[src/rtl/rst_release_seq.sv]
// rst_release_seq
//
// Reset controller for the rest of the design.
// - The raw board reset asserts asynchronously and is released synchronously to clk.
// - After a stretch period, NUM_OUT downstream reset domains are released one at a
//   time, in order, with bit 0 released first.
// - A synchronous soft-reset request re-runs the release sequence. It does not
//   touch the synchronized reset.
//
// Ports
//   clk            in   1        clock, rising edge
//   rst_n          in   1        asynchronous active-low reset
//   sw_rst_req_i   in   1        soft-reset request, level-sampled on clk
//   rst_sync_n_o   out  1        rst_n, async-assert / sync-deassert
//   rst_seq_n_o    out  NUM_OUT  sequenced active-low resets, bit 0 first
//   busy_o         out  1        high while any rst_seq_n_o bit is low
//   rst_evt_cnt_o  out  8        accepted soft-reset count, saturating
//                                (only when RST_SEQ_EVT_CNT_EN is defined)
//
// Optional feature macro: RST_SEQ_EVT_CNT_EN

module rst_release_seq #(
    parameter int SYNC_STAGES    = 2,
    parameter int STRETCH_CYCLES = 16,
    parameter int GAP_CYCLES     = 4,
    parameter int NUM_OUT        = 3
) (
    input  logic               clk,
    input  logic               rst_n,
    input  logic               sw_rst_req_i,
    output logic               rst_sync_n_o,
    output logic [NUM_OUT-1:0] rst_seq_n_o,
    output logic               busy_o
`ifdef RST_SEQ_EVT_CNT_EN
    ,
    output logic [7:0]         rst_evt_cnt_o
`endif
);

    localparam int MAX_CNT = (STRETCH_CYCLES > GAP_CYCLES) ? STRETCH_CYCLES : GAP_CYCLES;
    localparam int CW      = $clog2(MAX_CNT + 1);
    localparam int IW      = (NUM_OUT > 1) ? $clog2(NUM_OUT) : 1;

    typedef enum logic [1:0] {
        ST_SYNC,
        ST_STRETCH,
        ST_RELEASE,
        ST_DONE
    } state_t;

    state_t             state_q;
    logic [CW-1:0]      cnt_q;
    logic [IW-1:0]      idx_q;
    logic [NUM_OUT-1:0] seq_q;
    logic               busy_q;
    logic [SYNC_STAGES-1:0] sync_q;
    logic               soft_acc;

    // Reset synchronizer: ones shift in from the bottom.
    // The top flop is the synchronized reset.
    always_ff @(posedge clk or negedge rst_n) begin
        if (!rst_n) begin
            sync_q <= '0;
        end else begin
            sync_q <= {sync_q[SYNC_STAGES-2:0], 1'b1};
        end
    end

    assign rst_sync_n_o = sync_q[SYNC_STAGES-1];

    // The FSM ignores soft requests until the synchronized reset has been released.
    assign soft_acc = sw_rst_req_i && (state_q != ST_SYNC);

    // Release sequencer.
    // SYNC leaves on the same edge that loads a 1 into the top synchronizer flop.
    // From that edge and from a soft-reset edge, cnt starts at 1 and bit 0 is
    // released when cnt equals STRETCH_CYCLES. Both paths therefore place bit 0
    // STRETCH_CYCLES edges after the point where the stretch starts.
    always_ff @(posedge clk or negedge rst_n) begin
        if (!rst_n) begin
            state_q <= ST_SYNC;
            cnt_q   <= '0;
            idx_q   <= '0;
            seq_q   <= '0;
            busy_q  <= 1'b1;
        end else if (soft_acc) begin
            state_q <= ST_STRETCH;
            cnt_q   <= CW'(1);
            idx_q   <= '0;
            seq_q   <= '0;
            busy_q  <= 1'b1;
        end else begin
            case (state_q)
                ST_SYNC: begin
                    if (sync_q[SYNC_STAGES-2]) begin
                        state_q <= ST_STRETCH;
                        cnt_q   <= CW'(1);
                    end
                end
                ST_STRETCH: begin
                    if (cnt_q == CW'(STRETCH_CYCLES)) begin
                        seq_q[0] <= 1'b1;
                        cnt_q    <= '0;
                        if (NUM_OUT == 1) begin
                            state_q <= ST_DONE;
                            busy_q  <= 1'b0;
                        end else begin
                            state_q <= ST_RELEASE;
                            idx_q   <= IW'(1);
                        end
                    end else begin
                        cnt_q <= cnt_q + CW'(1);
                    end
                end
                ST_RELEASE: begin
                    if (cnt_q == CW'(GAP_CYCLES - 1)) begin
                        seq_q[idx_q] <= 1'b1;
                        cnt_q        <= '0;
                        if (idx_q == IW'(NUM_OUT - 1)) begin
                            state_q <= ST_DONE;
                            busy_q  <= 1'b0;
                        end else begin
                            idx_q <= idx_q + IW'(1);
                        end
                    end else begin
                        cnt_q <= cnt_q + CW'(1);
                    end
                end
                ST_DONE: begin
                    state_q <= ST_DONE;
                end
                default: begin
                    state_q <= ST_SYNC;
                end
            endcase
        end
    end

    assign rst_seq_n_o = seq_q;
    assign busy_o      = busy_q;

`ifdef RST_SEQ_EVT_CNT_EN
    logic       acc_q;
    logic [7:0] evt_q;

    // A request held high over several edges counts only once.
    // The counter increments only on a rising edge of the accepted request.
    always_ff @(posedge clk or negedge rst_n) begin
        if (!rst_n) begin
            acc_q <= 1'b0;
            evt_q <= '0;
        end else begin
            acc_q <= soft_acc;
            if (soft_acc && !acc_q && (evt_q != 8'hFF)) begin
                evt_q <= evt_q + 8'd1;
            end
        end
    end

    assign rst_evt_cnt_o = evt_q;
`endif

endmodule

[config.mk]
export PLATFORM = sky130hd
export DESIGN_NAME = rst_release_seq
export DESIGN_NICKNAME = d
export VERILOG_FILES = /design/src/rtl/rst_release_seq.sv
export SDC_FILE = /design/constraint.sdc
export NUM_CORES = 1
export LEC_CHECK = 0
export CAP_MARGIN = 40
export CORE_MARGIN = 10
export CORE_UTILIZATION = 59
export DETAILED_ROUTE_END_ITERATION = 16
export PLACE_DENSITY_LB_ADDON = 0.3
export SKIP_LAST_GASP = 1
export SLEW_MARGIN = 15
export SYNTH_ARGS = -nofsm -noshare
export SYNTH_HDL_FRONTEND = slang
export SYNTH_SLANG_ARGS = --single-unit
[constraint.sdc]
create_clock -name clk -period 2.9 [get_ports clk]
set_input_delay 0.58 -clock clk [delete_from_list [all_inputs] [get_ports clk]]
set_output_delay 0.58 -clock clk [all_outputs]
set_load 0.05 [all_outputs]
# Word-level counts from Yosys, hierarchy flattened
# Index checks and enable logic that the tools add are counted.
[word_totals]
register_bits = 15
inputBits = 3
output_inout_bits = 5
elab_cells = 65
[classes]
n_addsub = 2
n_lt_le_gt_ge = 2
n_eq_ne = 11
muxes = 27
bitwise = 1
n_reduce_logical = 15
[op_table]
columns = ["operator", "count"]
rows = [
  ["2-bit 2-to-1 mux", 10],
  ["5-bit 2-to-1 mux", 4],
  ["3-bit != test (second input constant)", 5],
  ["5-bit case mux with 3 select lines", 1],
  ["2-bit case mux with 4 select lines", 1],
  ["4-bit AND reduction", 2],
  ["2-bit nonzero test", 4],
  ["2-bit equality test (second input constant)", 3],
  ["1-bit 2-to-1 mux", 6],
  ["3-bit 2-to-1 mux", 2],
  ["3-bit AND reduction", 2],
  ["5-bit by 1-bit adder with 5-bit output (second input constant)", 1],
  ["5-bit by 2-bit equality test with 1-bit output (second input constant)", 1],
  ["5-bit equality test (second input constant)", 1],
  ["2-bit case mux with 2 select lines", 1],
  ["2-bit AND reduction", 2],
  ["4-bit nonzero test", 1],
  ["2-bit by 3-bit less-than comparator with 1-bit output (second input constant)", 1],
  ["3-bit OR", 1],
  ["3-bit nonzero test", 1],
  ["2-bit by 1-bit adder with 2-bit output (second input constant)", 1],
  ["1-bit demux with 2-bit select", 1],
  ["2-bit by 1-bit equality test with 1-bit output (second input constant)", 1],
  ["2-bit by 1-bit >= comparator with 1-bit output (second input constant)", 1],
  ["3 further kinds", 4],
]

# Depth between registers and ports, before layout
# Gate-level depths: netlist of run 1.
[depth]
word_depth = 8
depth_mapped = 7
depth_no_buf = 6

# Worst setup path before layout of run 1
# OpenSTA, ideal clock, no wires.
[synth_path]
kind = "reg-to-reg"
start = "reg cnt_q[0]"
end = "reg state_q[1]"
setup_ps = 122
arrival_time_ps = 1800
t_required_ps = 2778
slack_ps = 979
path_stages_with_launch = 6
path_buffers = 0
synth_period_minus_slack_ps = 1921
cell_sequence = "dfrtp_1 -> ha_1 -> or4b_4 -> or2_0 -> a311o_1 -> a32o_1"
[synth_via]
elab_chain_cells = 3
elab_cells_between_ends = 5
classes_between = "eq/ne: 4; reduce/logical: 1"
[synth_rtl]
columns = ["element", "line", "rtl"]
rows = [
  ["start: declaration", "52", "logic [CW-1:0] cnt_q;"],
  ["start signal: assignment", "112", "cnt_q <= cnt_q + CW'(1);"],
  ["start signal: assignment", "126", "cnt_q <= cnt_q + CW'(1);"],
  ["5-bit by 2-bit equality test with 1-bit output or 5-bit equality test (tied branches)", "116, 101", ""],
  ["3-bit != test (no source line)", "--", ""],
  ["4-bit AND reduction (no source line) (*)", "--", ""],
  ["end signal: assignment", "120", "state_q <= ST_DONE;"],
  ["end signal: assignment", "130", "state_q <= ST_DONE;"],
  ["end signal: assignment", "133", "state_q <= ST_SYNC;"],
  ["end: declaration", "51", "state_t state_q;"],
]
# Mark *: on every way between the ends. The rest lies on a longest branch, timed or not.
# A chain may end at the register's enable or synchronous reset.

# Worst setup path after layout of run 1
[layout_path]
start = "reg busy_q, in the netlist busy_o"
end = "out busy_o"
[layout_rtl]
columns = ["element", "line", "rtl"]
rows = [
  ["start: declaration", "55", "logic busy_q;"],
  ["start signal: assignment", "85", "busy_q <= 1'b1;"],
  ["start signal: assignment", "91", "busy_q <= 1'b1;"],
  ["start signal: assignment", "106", "busy_q <= 1'b0;"],
  ["end: declaration", "33", "output logic busy_o"],
]
# No word-level cell between the ends.

==> qor.txt, run 1 <==
Status - completed
Largest delay contributor family on the critical path - buffers and inverters
Synthesis warning total - 0
Setup crit start - busy_o$_DFFE_PN1P_
CP max stage cell - clkdlybuf4s50_1
Gr usage total - 12.8%
Post-layout min period - 2220 ps
Pint - 497 µW
Number of flops mapped to enable cells by yosys - 0
Setup TNS - 0 ps
Worst hold-check path type - reg -> reg
VDD IR-drop max - 0.496 mV
Core Box Area - 1490 µm²
Root buffer cell - clkbuf_4
Worst-skew pair later-pin latency - 290 ps
CP required - 2320 ps
Post-CTS setup buffer count - 0
Multi-input logic area - 498 µm²
Avg WL per Cell - 17.4 µm
I/O pin count - 8
Drt initial violations - 29
Critical path endpoint category - output pin
Leading area contributor after synthesis - dfrtp_1
Cell with the most instances after synthesis - dfrtp_1
Remaining Overflow, GRT - 0
Reg-to-Reg Start - cnt_q[0]$_DFFE_PN0P_
IO Port Bufs - 7
Tightest Pin Transition - 654 ps
Fillers - 122
Post-synth ARST share - 100%
Layout Utilization - 69.7%
Crit-path max cell delay - 800 ps
Final clock skew - 7.67 ps
# diodes - 0
Routed Antenna Nets - 0
# setup viols final - 0
Slew HR - 56.2%
Clock Path Buffers - 2
P_sw - 407 µW
Initial antenna violation count - 0
Max Cap Viol - 0
Seq pwr share - 33.7%
Core Rows - 14
Critical path peak fanout - 2
Share of the synthesized area in the top cell type - 37.9%
Fmax - 451 MHz
Clock network power share - 13.6%
Final WL - 2120 µm
Combinational power share - 52.7%
CTS buffer count - 3
Worst path cell trace - clkdlybuf4s50_1
Final Slew Violations - 0
Htree depth - 1
Register Area - 377 µm²
Die height - 59.6 µm
Post-DP HPWL - 1550 µm
Crit path buf inv count - 1
Remaining DRCs - 0
First-pass GRT wire length - 3490 µm
Post-CTS sizing - 0
Library cells used by synthesis - 35
Starting Density - 62.0%
DIE WIDTH - 59.6 µm
Pwr dens - 872 nW/µm²
WP data arrival - 1640 ps
Post-synthesis net count - 109
Final Hold Viols - 0
Tcrit/Tclk final - 76.5%
Clock transition at path regs - 90 ps
Area contributors post-synth - dfrtp_1, ha_1, inv_1
Die area - 3550 µm²
Net Sw Frac - 45.0%
Critical path launch point type - register
Vias - 791
Most frequent cells after synthesis - dfrtp_1, inv_1, ha_1
Pleak - 0.000478 µW
Number of vias per cell - 6.48
Vias in the first global route - 750
Routability Congestion - 0.813
Post-synth top flop - dfrtp_1
CTS tree - built
Final Net Count - 120
Largest net degree at the start of global routing - 16
Layout cell share with drive strength beyond 1 - 7.55%
Seq/Total Area, Yosys - 40.8%
Mapped Area - 923 µm²
Power Total - 904 µW
Area growth, synth to finish - 12.3%
Flops & latches, synth - 15
Syn Inst Count - 96
HP Start - sync_q[0]$_DFF_PN0_
Syn Area/Cell - 9.62 µm²
CTS sink count - 15
DRT Pass-1 Iters - 4
RSZ-0062 raised after global routing - no
Crit Path Class - reg -> out
Post-CTS Hold Fix Bufs - 0
-- kinds of logic (layout without fill, tap and decap cells) --
| kind of cell | count (synthesis) | in the layout | synth area share [%] |
|---|---|---|---|
| AND/OR/NAND/NOR | 31 | 31 | 19.0 |
| AO/OA/AOI/OAI | 25 | 25 | 19.9 |
| flip-flops | 15 | 15 | 40.8 |
| buffers and inverters | 13 | 23 | 5.28 |
| adder cells (fa/ha/maj) | 10 | 10 | 13.6 |
| other | 1 | 1 | 0.406 |
| multiplexers | 1 | 1 | 1.08 |
-- power by group through the flow --
| stage | registers (µW) | logic [µW] | clock network (µW) |
|---|---|---|---|
| after floorplan | 350 | 294 | 0 |
| after global placement | 304 | 447 | 0 |
| after detailed placement | 308 | 460 | 0 |
| after CTS | 304 | 472 | 125 |
| after global routing | 312 | 522 | 132 |
| final | 305 | 477 | 123 |
-- cells in the final DEF (no fill, tap or decap), types with 4 or more instances in the layout --
cell type	instances
dfrtp_1	14
nand2_1	7
inv_1	12
nor4_1	4
a21oi_1	8
nor2b_1	4
nor2_1	4
clkdlybuf4s50_1	7
ha_1	10
-- final timing paths --
kind	endpoint	slack, ps	depth (start not counted)
max	busy_o	680	1
min in group asynchronous	idx_q[0]$_DFFE_PN0P_	680	1
min	sync_q[1]$_DFF_PN0_	460	0
max in group asynchronous	state_q[0]$_DFFE_PN0P_	1800	1
min reg2reg	sync_q[1]$_DFF_PN0_	460	0
max reg2reg	state_q[1]$_DFFE_PN0P_	770	5
-- metal layers --
metal  track usage (%)  up-vias  share of wire (%)
li1                  -      364                  -
met1              13.9      394                 40
met2              22.9       26                 51
met3              2.79        7                6.0
met4              5.77        0                2.2
met5                 0        -                  0
-- cell type report --
class                   instances  share of cell area (%)
clock inverters                 1                   0.483
multi-input cells              68                    48.0
flip-flops and latches         15                    36.3
repair buffers                  7                    6.76
well taps                      16                    1.93
inverters                      12                    4.34
clock buffers                   3                    2.17
-- through the flow --
stage	cell area (µm²)	std cells	worst slack (ps)	hold WS, ps
after CTS	1040	122	669	456
after floorplan	923	96	979	284
after global placement	1010	118	829	423
final	1040	122	681	460
after detailed placement	1010	118	780	434
after global routing	1040	122	661	472
-- state kept, by name, indices dropped and copies added, names as in the netlist --
| name | cells |
|---|---|
| rst_seq_n_o | 3 |
| cnt_q | 5 |
| state_q | 2 |
| idx_q | 2 |
| sync_q | 2 |
| busy_o | 1 |
No activity file was read; power rests on OpenSTA's default activity.
==> run 2, diff against run 1 <==
--- a/config.mk
+++ b/config.mk
@@ -6,8 +6,9 @@
 export NUM_CORES = 1
 export LEC_CHECK = 0
 export CAP_MARGIN = 40
+export CORE_ASPECT_RATIO = 0.8
 export CORE_MARGIN = 10
-export CORE_UTILIZATION = 59
+export CORE_UTILIZATION = 55
 export DETAILED_ROUTE_END_ITERATION = 16
 export PLACE_DENSITY_LB_ADDON = 0.3
 export SKIP_LAST_GASP = 1
==> constraint.sdc (replaced) <==
create_clock -name clk -period 2.2 [get_ports clk]
set_input_delay 0.44 -clock clk [delete_from_list [all_inputs] [get_ports clk]]
set_output_delay 0.44 -clock clk [all_outputs]
set_load 0.05 [all_outputs]
==> qor.txt, run 2 (synthesis gave the netlist of run 1 again) <==
Most frequent cells in the layout - dfrtp_1, inv_1, ha_1
Die height - 56.7 µm (-4.9%)
Cells after DPL - 125 (+5.9%)
First-pass GRT wire length - 3450 µm (-1.2%)
CTS sink count - 15 (unchanged)
Clock transition at path regs - 90 ps (about the same)
Crit Path Class - reg -> reg
Worst path cell trace - ha_1, or4b_4, a22o_1, a21o_1, a211o_1
Post-DP HPWL - 1540 µm (-0.95%)
Tcrit/Tclk final - 94.3%
Pwr dens - 1120 nW/µm² (+28%)
Final WL - 1960 µm (-7.8%)
Post-CTS Hold Fix Bufs - 0 (unchanged)
Vias - 762 (-3.7%)
Max Cap Viol - 0 (unchanged)
Post-layout min period - 2080 ps
WP data arrival - 2260 ps (+620 ps)
Largest net degree at the start of global routing - 16 (unchanged)
Max reg flops - 5 (unchanged)
Gr usage total - 11.7% (-1.1 points)
Critical path peak fanout - 6 (+4)
DRT Pass-1 Iters - 4 (unchanged)
Remaining Overflow, GRT - 0 (unchanged)
DIE WIDTH - 65.8 µm (+10%)
Post-CTS sizing - 0 (unchanged)
Status - completed
I/O pin count - 8 (unchanged)
CP required - 2380 ps (+60 ps)
Tightest Pin Transition - 672 ps (+17.9 ps)
Final Hold Viols - 0 (unchanged)
Core Box Area - 1610 µm² (+8.2%)
Setup TNS - 0 ps (unchanged)
Final Net Count - 121 (+0.83%)
Top reg by flops - cnt_q
CTS tree - built
IO Port Bufs - 7 (unchanged)
Pleak - 0.000483 µW (+0.99%)
Core Rows - 13 (-1)
Htree depth - 1 (unchanged)
Fmax - 482 MHz
Critical path endpoint category - register
Worst-skew pair later-pin latency - 290 ps (about the same)
Avg WL per Cell - 15.2 µm (-13%)
Layout cell share with drive strength beyond 1 - 8.41% (+0.86 points)
Crit path buf inv count - 0 (-1)
Routed Antenna Nets - 0 (unchanged)
Area growth, synth to finish - 14.0%
VDD IR-drop max - 0.684 mV (+38%)
Crit-path max cell delay - 500 ps (-300 ps)
Die area - 3730 µm² (+5.1%)
Drt initial violations - 10 (-66%)
Post-CTS setup buffer count - 0 (unchanged)
Root buffer cell - clkbuf_4
Vias in the first global route - 800 (+6.7%)
Final Slew Violations - 0 (unchanged)
# setup viols final - 0 (unchanged)
Slew HR - 55.0% (-1.2 points)
Clock Path Buffers - 2 (unchanged)
Starting Density - 57.3% (-4.7 points)
RSZ-0062 raised after global routing - no
Layout Utilization - 65.3% (-4.3 points)
Remaining DRCs - 0 (unchanged)
Power Total - 1170 µW (+30%)
Largest delay contributor family on the critical path - compound AO/OA/AOI/OAI gates
Worst hold-check path type - reg -> reg
Initial antenna violation count - 0 (unchanged)
# diodes - 0 (unchanged)
Number of vias per cell - 5.91 (-8.9%)
Non-filler cells, final - 129 (+5.7%)
Critical path launch point type - register
CTS buffer count - 3 (unchanged)
CP max stage cell - or4b_4
Routability Congestion - 0.895 (+10%)
Most common cell after layout, fill and taps aside - dfrtp_1
Final clock skew - 4.77 ps (-2.90 ps)
run 2: changes by cell type in the layout (fill, tap and decap cells not counted), sizes merged:
cell	change
buf	+1
run 2: worst paths after layout:
path	start	endpoint	cells after the start	slack, ps
min reg2reg	sync_q[0]$_DFF_PN0_	sync_q[1]$_DFF_PN0_	0	440
min in group asynchronous	rst_n	cnt_q[0]$_DFFE_PN0P_	1	550
max	cnt_q[0]$_DFFE_PN0P_	idx_q[1]$_DFFE_PN0P_	5	120
max in group asynchronous	rst_n	cnt_q[4]$_DFFE_PN0P_	1	1220
max reg2reg	cnt_q[0]$_DFFE_PN0P_	idx_q[1]$_DFFE_PN0P_	5	120
min	sync_q[0]$_DFF_PN0_	sync_q[1]$_DFF_PN0_	0	440
run 2: layer usage:
layer	vias up	track usage (%)	wire length, µm
li1	369	-	-
met1	370	13.2	907
met2	18	19.0	896
met3	5	5.15	127
met4	0	3.66	25
met5	-	0	0
run 2: per-stage QoR:
step / worst slack [ps] / area (µm²) / hold WS [ps]
3_5_place_dp: 147 / 1020 / 414
5_1_grt: 11.9 / 1050 / 466
2_1_floorplan: 279 / 923 / 144
6_report: 125 / 1050 / 442
3_3_place_gp: 208 / 1020 / 416
4_1_cts: 108 / 1050 / 437
run 2: final cells by class:
cell class | instances | area [µm²]
inverters | 12 | 45.0
repair buffers | 8 | 77.6
clock buffers | 3 | 22.5
clock inverters | 1 | 5.00
flip-flops and latches | 15 | 377
well taps | 22 | 27.5
multi-input cells | 68 | 498
fillers | 123 | 558
run 2: where the power goes:
part / internal [µW] / switching, µW
sequential: 340 / 63.4
combinational: 248 / 363
clock: 67.8 / 91.9
